--- src/rtl/freq_gen.sv ---
// Programmable square-wave generator: toggles signal_out every half_reg clocks,
// counts rising edges and optionally stops after a finite burst.
module freq_gen #(
    parameter int unsigned WIDTH        = 32,
    parameter int unsigned DEFAULT_HALF = 4
) (
    input  logic             clock,
    input  logic             reset,
    input  logic             load,
    input  logic [WIDTH-1:0] half_period,
    input  logic [WIDTH-1:0] burst_len,
    input  logic             start,
    input  logic             stop,
    output logic             signal_out,
    output logic             busy,
    output logic             done,
    output logic [WIDTH-1:0] edges_sent
);

    typedef enum logic [0:0] {
        StIdle,
        StRun
    } state_e;

    localparam logic [WIDTH-1:0] HalfInit = WIDTH'(DEFAULT_HALF);
    localparam logic [WIDTH-1:0] One      = WIDTH'(1);
    localparam logic [WIDTH-1:0] EdgeMax  = '1;

    state_e           state_q, state_d;
    logic [WIDTH-1:0] half_q, half_d;
    logic [WIDTH-1:0] burst_q, burst_d;
    logic [WIDTH-1:0] phase_q, phase_d;
    logic [WIDTH-1:0] edges_q, edges_d;
    logic             sig_q, sig_d;
    logic             done_q, done_d;

    logic [WIDTH-1:0] load_half;
    logic [WIDTH-1:0] run_half;

    // A zero half-period would never toggle; clamp it to one cycle.
    assign load_half = (half_period == '0) ? One : half_period;
    // A load coinciding with start governs the run it launches.
    assign run_half  = load ? load_half : half_q;

    always_comb begin
        state_d = state_q;
        half_d  = half_q;
        burst_d = burst_q;
        phase_d = phase_q;
        edges_d = edges_q;
        sig_d   = sig_q;
        done_d  = 1'b0;

        unique case (state_q)
            StIdle: begin
                if (load) begin
                    half_d  = load_half;
                    burst_d = burst_len;
                end
                if (start && !stop) begin
                    state_d = StRun;
                    edges_d = '0;
                    phase_d = run_half - One;
                    sig_d   = 1'b0;
                end
            end

            StRun: begin
                if (stop) begin
                    state_d = StIdle;
                    sig_d   = 1'b0;
                end else if (phase_q != '0) begin
                    phase_d = phase_q - One;
                end else begin
                    sig_d   = ~sig_q;
                    phase_d = half_q - One;
                    if (!sig_q) begin
                        if (edges_q != EdgeMax) begin
                            edges_d = edges_q + One;
                        end
                    end else if ((burst_q != '0) && (edges_q == burst_q)) begin
                        state_d = StIdle;
                        done_d  = 1'b1;
                    end
                end
            end

            default: begin
                state_d = StIdle;
                sig_d   = 1'b0;
            end
        endcase
    end

    always_ff @(posedge clock or negedge reset) begin
        if (!reset) begin
            state_q <= StIdle;
            half_q  <= HalfInit;
            burst_q <= '0;
            phase_q <= '0;
            edges_q <= '0;
            sig_q   <= 1'b0;
            done_q  <= 1'b0;
        end else begin
            state_q <= state_d;
            half_q  <= half_d;
            burst_q <= burst_d;
            phase_q <= phase_d;
            edges_q <= edges_d;
            sig_q   <= sig_d;
            done_q  <= done_d;
        end
    end

    assign signal_out = sig_q;
    assign busy       = (state_q == StRun);
    assign done       = done_q;
    assign edges_sent = edges_q;

endmodule

--- config.mk ---
export PLATFORM = sky130hd
export DESIGN_NAME = freq_gen
export DESIGN_NICKNAME = d
export VERILOG_FILES = /design/src/rtl/freq_gen.sv
export SDC_FILE = /design/constraint.sdc
export NUM_CORES = 1
export LEC_CHECK = 0
export CAP_MARGIN = 20
export CELL_PAD_IN_SITES_DETAIL_PLACEMENT = 1
export CELL_PAD_IN_SITES_GLOBAL_PLACEMENT = 2
export CORE_MARGIN = 2
export CORE_UTILIZATION = 32
export CTS_CLUSTER_DIAMETER = 120
export DETAILED_ROUTE_END_ITERATION = 12
export PLACE_DENSITY = 0.76
export SLEW_MARGIN = 20
export SYNTH_ARGS = -nofsm -noshare
export SYNTH_HDL_FRONTEND = slang
export SYNTH_SLANG_ARGS = --single-unit
--- constraint.sdc ---
create_clock -name clock -period 2.6 [get_ports clock]
set_clock_uncertainty 0.05 [all_clocks]
set_input_delay 0.52 -clock clock [delete_from_list [all_inputs] [get_ports clock]]
set_output_delay 0.52 -clock clock [all_outputs]
set_load 0.02 [all_outputs]
==> results of run 1 <==
per-layer routing:
| layer | track usage | vias to the layer above | part of all wire |
|---|---|---|---|
| li1 | - | 3444 | - |
| met1 | 0.280 | 3619 | 0.44 |
| met2 | 0.408 | 131 | 0.51 |
| met3 | 0.0435 | 29 | 0.037 |
| met4 | 0.0609 | 0 | 0.016 |
| met5 | 0 | - | 0 |
Yosys cell counts, types with 18 or more instances:
library cell and n:
xnor2_1 18, a21oi_1 25, nand2_1 80, nand3_1 21, o21ai_0 41, clkbuf_1 22, nand4_1 22, nor2_1 80
xor2_1 60, nor4_1 36, dfrtp_1 130, mux2_2 70, mux2i_1 32
metrics by stage:
| stage | TNS (ns) | setup slack (ns) | utilization | std cells | area (um2) |
|---|---|---|---|---|---|
| floorplan | -0.490 | -0.0792 | - | 784 | 7660 |
| global placement | -26.11 | -0.950 | 0.446 | 1360 | 10400 |
| detailed placement | -30.07 | -1.12 | 0.446 | 1360 | 10400 |
| CTS | -1.99 | -0.160 | 0.491 | 1406 | 11500 |
| global route | -6.59 | -0.317 | 0.505 | 1420 | 11800 |
| finish | -2.48 | -0.186 | 0.505 | 1420 | 11800 |
area by class of cell:
cell class | instances | area (um2) | share of cell area
inverter | 7 | 31.3 | 0.00265
clock inverter | 14 | 190 | 0.0161
timing repair buffer | 322 | 2870 | 0.243
sequential | 131 | 3280 | 0.278
clock buffer | 18 | 439 | 0.0372
tap | 319 | 399 | 0.0338
multi-input combinational | 609 | 4600 | 0.390
sequential cells by signal, summed over array words and instances, names as in the netlist:
name        flops
burst_q        32
busy            1
done            1
edges_sent     32
half_q         32
phase_q        32
signal_out      1
critical path, stage by stage (launching register included):
cell	delay, ns
dfrtp_1	0.41
nor4_4	0.35
nand4_1	0.20
buf_4	0.19
nor4_4	0.28
buf_4	0.19
a21oi_2	0.06
ha_2	0.19
o211a_4	0.15
nand4_1	0.12
buf_4	0.15
nor3_4	0.06
mux2i_1	0.16
nand3_1	0.09
repair_timing:
item,4_1_cts,5_1_grt
setup endpoints to repair,49,42
setup buffers,16,18
endpoints found under the hold margin,8,0
gates resized for setup,88,53
gates cloned,1,0
hold buffers,1,0
pin swaps,15,49
cell families (layout without fill, tap and decap cells):
logic type / after synthesis / after routing / synth area share
mux: 102 / 102 / 0.146
compound gates: 118 / 118 / 0.0967
fa+ha+maj: 2 / 2 / 0.00329
xor+xnor: 78 / 78 / 0.0898
simple gates: 309 / 309 / 0.207
flops: 131 / 131 / 0.431
buf+inv: 44 / 361 / 0.0266
power by group through the flow:
stage / combinational [mW] / sequential (mW) / clock [mW]
5_1_grt: 2.05 / 2.60 / 2.75
2_1_floorplan: 0.776 / 2.52 / 0
3_5_place_dp: 1.66 / 2.57 / 0
4_1_cts: 1.77 / 2.56 / 2.65
6_report: 1.87 / 2.56 / 2.62
3_3_place_gp: 1.63 / 2.56 / 0
path summary, 6_finish.rpt:
path	start	end	depth (start not counted)
worst min register to register	half_q[31]$_DFFE_PN0N_	half_q[31]$_DFFE_PN0N_	1
worst max register to register	phase_q[27]$_DFFE_PN0P_	phase_q[24]$_DFFE_PN0P_	13
min in group asynchronous	reset	half_q[14]$_DFFE_PN0N_	2
max in group asynchronous	reset	busy$_DFF_PN0_	3
worst min-delay path	half_period[31]	half_q[31]$_DFFE_PN0N_	2
worst max-delay path	phase_q[27]$_DFFE_PN0P_	phase_q[24]$_DFFE_PN0P_	13
==> results.py, run 1 <==
metrics = {
    "final_layout": {
        "area_delta_synth_final_pct": 55.2,
        "layout-drive-gt1-share": 0.365,
        "fin_nets": 1159,
        "antennaDiodeCount": 0,
        "fillerInstances": 2650,
        "layout.cells.most_common": "buf_4",
        "layout_common_cells": "186 x buf_4, 129 x dfrtp_1, 85 x clkdlybuf4s50_1",
    },
    "grt": {
        "grt_pass1_vias": 7860,
        "grt_pass1_wl_um": 43300,
        "grt_max_degree": 47,
        "antenna_found_initial": 0,
        "grt.overflow.total": 0,
        "grt_util_all_layers": 0.228,
    },
    "detailed_routing": {
        "ant_nets": 0,
        "viasPerCell": 5.09,
        "drt_iter0_markers": 308,
        "drc": 0,
        "vias": 7223,
        "post_drt_wl_per_cell_um": 19.2,
        "finalWirelength_um": 27300,
        "dr.pass1.iters": 4,
    },
    "pwr": {
        "p_switching_mw": 2.18,
        "power_frac_comb": 0.266,
        "seqPwrFrac": 0.363,
        "p_leak_nw": 5.11,
        "p_sw_frac": 0.310,
        "total_power_mw": 7.05,
        "pwr-share-clk": 0.371,
        "ir_worst_vdd_v": 0.000286,
        "powerDensity_nw_per_um2": 597,
        "p_int_mw": 4.87,
    },
    "floorplanning": {
        "die_x_um": 158,
        "num_io_pins": 104,
        "dieArea_um2": 25000,
        "num_rows": 56,
        "core_area_um2": 23400,
        "die_h_um": 158,
        "start_util": 0.325,
    },
    "timing": {
        "finalCritPeriodShare": 1.07,
        "hold_viol_final": 0,
        "report.final.slew_viol_count": 0,
        "fmax_ghz": 0.359,
        "rsz0062_at_grt": "yes",
        "setup_viol_count_final": 25,
        "tightest_slew_ns": 0.531,
        "whs_ns": 0.462,
        "relSlewSlack": 0.643,
        "fin_ws_ns": -0.186,
        "fin_crit_ns": 2.79,
    },
    "clock_network": {
        "cts_buffers": 17,
        "cts_tree": "yes",
        "clkLatencyLatePin_ns": 0.44,
        "h-tree-depth": 4,
        "clock-root-buffer": "clkbuf_16",
        "clk_pin_slew_ns": 0.07,
        "cts_buffer_depth": 2,
        "clkSinkCount": 131,
    },
    "status": {
        "outcome": "complete, but fails checks",
        "violations": "negative setup slack",
    },
    "logic_synthesis": {
        "synth_top_area_frac": 0.427,
        "avgSynthCellArea_um2": 9.71,
        "synth.net_count": 855,
        "synth-main-ff-cell": "dfrtp_1",
        "synth.largest_area_cell": "dfrtp_1",
        "synth.distinct_cells": 59,
        "seq_area_frac_synth": 0.431,
        "syn_area_um2": 7610,
        "synthCells": 784,
        "ys_ff_latch": 131,
        "yosys-top-cells-area": "dfrtp_1 43%, mux2_2 10%, xor2_1 6.9%, mux2i_1 4.2%, nand2_1 3.9%",
        "yosys_warnings": 0,
        "synth-edff-count": 0,
        "synthArstFlopShare": 1.00,
    },
    "setup_path": {
        "critPathLaunchType": "register",
        "crit_path_end_kind": "register",
        "r2r_slack_ns": -0.19,
        "arrival_ns": 3.05,
        "worst-endpoint-required_ns": 2.86,
        "worstSetupPathType": "register to register",
        "cp_max_fo": 5,
    },
    "place": {
        "portBuffers": 103,
        "place_hpwl_um": 19800,
        "gp_congestion": 0.823,
    },
    "flow_run": {
        "maxCapViolCount": 0,
    },
    "worst_hold_path": {
        "min_path_type": "primary input to register",
    },
}
Note: power is estimated with default switching activity, not from simulation.
==> run 2: changes to the inputs <==
--- a/config.mk
+++ b/config.mk
@@ -5,7 +5,6 @@
 export SDC_FILE = /design/constraint.sdc
 export NUM_CORES = 1
 export LEC_CHECK = 0
-export CAP_MARGIN = 20
 export CELL_PAD_IN_SITES_DETAIL_PLACEMENT = 1
 export CELL_PAD_IN_SITES_GLOBAL_PLACEMENT = 2
 export CORE_MARGIN = 2
==> results of run 2 <==
Final layout, timing and power as in run 1 (identical DEF).
